`src/rtl/muldiv_unit.sv`:
```
// Iterative 32-bit multiply/divide unit with architectural HI/LO registers.
// mult/multu use shift-add and div/divu use restoring division; both take 32 RUN cycles plus one FIX cycle.
module muldiv_unit (
  input  logic        clk,
  input  logic        reset,
  input  logic        start,
  input  logic [1:0]  op,
  input  logic [31:0] inA,
  input  logic [31:0] inB,
  input  logic        wen_hi,
  input  logic        wen_lo,
  input  logic [31:0] wd,
  output logic        busy,
  output logic        done,
  output logic [31:0] hi,
  output logic [31:0] lo
);

  typedef enum logic [1:0] {IDLE, RUN, FIX} state_t;

  state_t      state;
  logic [4:0]  cnt;
  logic        is_div;
  logic        sign_a;
  logic        sign_b;
  logic [31:0] a_mag;
  logic [31:0] b_mag;
  logic [63:0] acc;

  function automatic logic [31:0] neg32(input logic [31:0] x);
    return ~x + 32'd1;
  endfunction

  function automatic logic [63:0] neg64(input logic [63:0] x);
    return ~x + 64'd1;
  endfunction

  function automatic logic [31:0] abs32(input logic signed [31:0] x);
    return (x < 0) ? neg32(x) : x;
  endfunction

  logic        signed_op;
  logic [31:0] a_in;
  logic [31:0] b_in;
  logic [32:0] mul_sum;
  logic [32:0] rem_sh;
  logic [32:0] trial;
  logic        divz;
  logic [63:0] prod_fix;
  logic [31:0] quo_fix;
  logic [31:0] rem_fix;

  assign signed_op = ~op[0];
  assign a_in      = signed_op ? abs32(inA) : inA;
  assign b_in      = signed_op ? abs32(inB) : inB;

  // acc[63:32] is the running partial product / remainder, acc[31:0] the multiplier / dividend-quotient.
  assign mul_sum = {1'b0, acc[63:32]} + (acc[0] ? {1'b0, a_mag} : 33'd0);
  assign rem_sh  = {acc[63:32], acc[31]};
  assign trial   = rem_sh - {1'b0, b_mag};

  // With a zero divisor the remainder is the dividend magnitude, so the usual sign fix restores inA in HI.
  assign divz     = (b_mag == 32'd0);
  assign prod_fix = (sign_a ^ sign_b) ? neg64(acc) : acc;
  assign quo_fix  = divz ? 32'hFFFFFFFF :
                    ((sign_a ^ sign_b) ? neg32(acc[31:0]) : acc[31:0]);
  assign rem_fix  = sign_a ? neg32(acc[63:32]) : acc[63:32];

  always_ff @(posedge clk or negedge reset) begin
    if (!reset) begin
      state  <= IDLE;
      cnt    <= 5'd0;
      is_div <= 1'b0;
      sign_a <= 1'b0;
      sign_b <= 1'b0;
      a_mag  <= 32'd0;
      b_mag  <= 32'd0;
      acc    <= 64'd0;
      busy   <= 1'b0;
      done   <= 1'b0;
      hi     <= 32'd0;
      lo     <= 32'd0;
    end else begin
      done <= 1'b0;
      case (state)
        IDLE: begin
          if (start) begin
            is_div <= op[1];
            sign_a <= signed_op & inA[31];
            sign_b <= signed_op & inB[31];
            a_mag  <= a_in;
            b_mag  <= b_in;
            acc    <= op[1] ? {32'd0, a_in} : {32'd0, b_in};
            cnt    <= 5'd0;
            busy   <= 1'b1;
            state  <= RUN;
          end else begin
            if (wen_hi) hi <= wd;
            if (wen_lo) lo <= wd;
          end
        end
        RUN: begin
          if (is_div) begin
            acc <= trial[32] ? {rem_sh[31:0], acc[30:0], 1'b0}
                             : {trial[31:0], acc[30:0], 1'b1};
          end else begin
            acc <= {mul_sum, acc[31:1]};
          end
          cnt <= cnt + 5'd1;
          if (cnt == 5'd31) state <= FIX;
        end
        FIX: begin
          if (is_div) begin
            hi <= rem_fix;
            lo <= quo_fix;
          end else begin
            hi <= prod_fix[63:32];
            lo <= prod_fix[31:0];
          end
          done  <= 1'b1;
          busy  <= 1'b0;
          state <= IDLE;
        end
        default: state <= IDLE;
      endcase
    end
  end

endmodule

```
`config.mk`:
```
export PLATFORM = sky130hd
export DESIGN_NAME = muldiv_unit
export DESIGN_NICKNAME = d
export VERILOG_FILES = /design/src/rtl/muldiv_unit.sv
export SDC_FILE = /design/constraint.sdc
export NUM_CORES = 1
export LEC_CHECK = 0
export ABC_AREA = 1
export BUFFER_PORTS_ARGS = -buffer_cell sky130_fd_sc_hd__buf_4
export CORE_ASPECT_RATIO = 0.75
export CORE_MARGIN = 2
export CORE_UTILIZATION = 30
export DETAILED_ROUTE_END_ITERATION = 12
export GPL_ROUTABILITY_DRIVEN = 0
export HOLD_SLACK_MARGIN = 0.06
export PLACE_DENSITY_LB_ADDON = 0.3
export SYNTH_ARGS = -nofsm -noshare
export SYNTH_HDL_FRONTEND = slang
export SYNTH_SLANG_ARGS = --single-unit
```
`constraint.sdc`:
```
create_clock -name clk -period 3.4 [get_ports clk]
set_input_delay 0.51 -clock clk [delete_from_list [all_inputs] [get_ports clk]]
set_output_delay 0.51 -clock clk [all_outputs]
set_load 0.01 [all_outputs]
```
==> impl_metrics.toml <==
[run_status]
outcome = "finished, final reports clean"

[clocking]
clkTransAtPathRegs_ps = 60
clkSinkCount = 204
clock-root-buffer = "clkbuf_16"
cts_tree = "yes"
htree_levels = 1
ctsResizeCount = 0
cts_buffer_depth = 3
insertion_delay_ps = 560
post-cts-setup-buffers = 0
cts_made_buffers = 24

[grt]
grt_pass1_wl_um = 116300
grt_pass1_vias = 19034
grt_max_degree = 111
grt_antenna_before_repair = 0
grt_util_all_layers = 0.2296
grt_overflow_total = 0

[route]
wl_um = 76790
wl_per_cell_um = 18.58
vias = 20899
drt_first_pass_iters = 6
routed_via_density = 5.058
dr.first_iter.drc_count = 2310
drc = 0
final_antenna_net_count = 0

[timing]
setup_tns_ps = 0
hold_viol_final = 0
slew_viol_final = 0
setup_viol = 0
slew-limit-headroom = 0.3463
rsz0062_at_grt = "no"
period_share = 0.8904
fmax_mhz = 330.3
tightest_slew_ps = 980.6
period_minus_slack_ps = 3027
fin_ws_ps = 372.6
finClkSkew_ps = 15.69

[synthesis]
synth_nets = 3305
synthTopCellsByCount = "954 x nand2_1, 428 x inv_1, 334 x nor2_1, 271 x nand3_1, 222 x o21ai_0"
synth_top_area_frac = 0.2679
netlist_area_um2 = 19060
yosys_warnings = 0
ys_types = 50
synth.avg_cell_area_um2 = 6.088
syn_inst = 3130
ys_async_sr_fraction = 1.000
synth-main-ff-cell = "dfrtp_1"
netlist_top_cells_area = "dfrtp_1 27%, nand2_1 19%, inv_1 8.4%"
ys_seq_elements = 204
yosysTopAreaCell = "dfrtp_1"
yosysMostFrequentCell = "nand2_1"
yosysSeqAreaShare = 0.2679
synth-edff-count = 0

[die]
num_rows = 79
fp.dieW_um = 295.0
die_h_um = 222.3
die-area_um2 = 65570
start_util = 0.3050
io_pins = 169
core_um2 = 62470

[placed_design]
dp_slack_ps = 528.6
io_buffer_count = 168
place_area_um2 = 21340
dp_hpwl_um = 61630

[min_path]
hold_depth = 4
worstHoldEndpoint = "a_mag[25]$_DFFE_PN0P_"
min-delay-path-class = "input pin to flip-flop"
hold_start = "inA[25]"

[power]
clkPwrFrac = 0.105
leakage_nw = 11.49
p_int_mw = 11.23
power_frac_comb = 0.698
cellPowerDensity_nw_per_um2 = 1150
p_sw_frac = 0.5588
p_total_mw = 25.46
max-vdd-ir-drop_mv = 0.4348
p_seq_frac = 0.197
switchingPower_mw = 14.23

[final_layout]
layout.nets = 3440
drive_above_1_share = 0.1088
final_area_um2 = 22140
areaGrowthSynthToFinish_pct = 16.16
antenna_cells = 0

[worst_setup_path]
r2r_cells = 18
rr_endpoint = "acc[53]$_DFFE_PN0P_"
worst_ep_required_time_ps = 3900
reg2reg_slack_ps = 370
cp.arrival_ps = 3520
path_class = "flip-flop to flip-flop"
r2r_start = "acc[31]$_DFFE_PN0P_"
critPathCaptureType = "flip-flop"
start_kind = "flip-flop"
path_max_fanout = 25

[job]
drv_cap = 0
-- power by group through the flow --
stage                     logic [mW]  clock network, mW  registers [mW]
after CTS                       17.4               2.70            4.97
after floorplan                 12.1                  0            4.69
after detailed placement        17.3                  0            5.00
after global routing            19.9               2.81            5.14
final                           17.8               2.66            5.02
after global placement          17.3                  0            4.99
-- cells by family after synthesis --
group	after synthesis	synth area share
fa+ha+maj	72	0.04806
buf+inv	548	0.1123
flops	204	0.2679
simple gates	1730	0.3873
compound gates	512	0.1550
xor+xnor	64	0.02942
-- worst max-delay path: stages (launching register included) --
cell,delay (ps)
dfrtp_1,420
inv_1,140
ha_1,240
fa_1,370
inv_1,80
nand2_1,80
nand2_1,130
nand3_1,110
nand2_2,120
nand2_2,70
nand2_4,90
nand2_4,60
nand2_2,80
nand2_2,80
nand2_4,300
nand3_1,330
nand3_1,150
nand2_1,60
nand2_1,50
-- registers in the layout (all words and copies together), names as in the netlist --
signal and count:
b_mag 32, sign_b 1, is_div 1, lo 32, sign_a 1, done 1
acc 64, a_mag 32, busy 1, state 2, hi 32, cnt 5
-- per-layer routing --
layer	routed length, um	vias to the layer above	GRT usage
met5	0	-	0
met4	1603	0	0.04683
met3	8010	93	0.05832
met2	30680	884	0.3216
met1	36500	9602	0.3492
li1	-	10320	-
-- area by class of cell --
cell class,count,area [um2]
clock buffer,35,661.9
clock inverter,8,121.4
fill,6908,40330
inverter,445,1672
multi-input combinational,2378,11850
sequential,204,5106
tap,850,1064
timing repair buffer,212,1663
-- timing repair --
| action | in CTS | in global routing |
|---|---|---|
| hold buffers | 1 | 0 |
| hold endpoints to repair | 50 | 0 |
| setup endpoints to repair | 0 | 0 |
-- stage by stage --
stage / hold slack, ps / cells / util
2_1_floorplan: 214.4 / 3130 / -
3_3_place_gp: 467.0 / 4088 / 0.3416
3_5_place_dp: 473.4 / 4088 / 0.3416
4_1_cts: 248.7 / 4132 / 0.3543
5_1_grt: 268.0 / 4132 / 0.3543
6_report: 267.1 / 4132 / 0.3543
-- placed cells by master, fill, tap and decap left out, drive strengths merged, types with 3 or more instances in the layout --
master     n
a21boi    20
a21oi    149
a22oi     16
a2bb2oi   36
a31oi      9
buf      210
clkbuf    36
clkinv     8
dfrtp    204
ha        70
inv      442
nand2    975
nand3    286
nand3b    16
nand4     43
nor2     351
nor3      19
nor4       8
o211ai    10
o21a       3
o21ai    243
o21bai    16
o31ai      4
or2       30
xnor2     18
xor2      46
-- how the worst max path moves through the flow --
stage                              from                   to  slack [ps]  cells after the start
floorplan            acc[0]$_DFFE_PN0P_  acc[57]$_DFFE_PN0P_         910                     19
global placement    acc[31]$_DFFE_PN0P_  acc[57]$_DFFE_PN0P_         570                     18
detailed placement  acc[31]$_DFFE_PN0P_  acc[53]$_DFFE_PN0P_         530                     18
CTS                 acc[31]$_DFFE_PN0P_  acc[53]$_DFFE_PN0P_         510                     18
global route        acc[31]$_DFFE_PN0P_  acc[53]$_DFFE_PN0P_         210                     18
finish              acc[31]$_DFFE_PN0P_  acc[53]$_DFFE_PN0P_         370                     18
(Power assumes the default switching activity.)
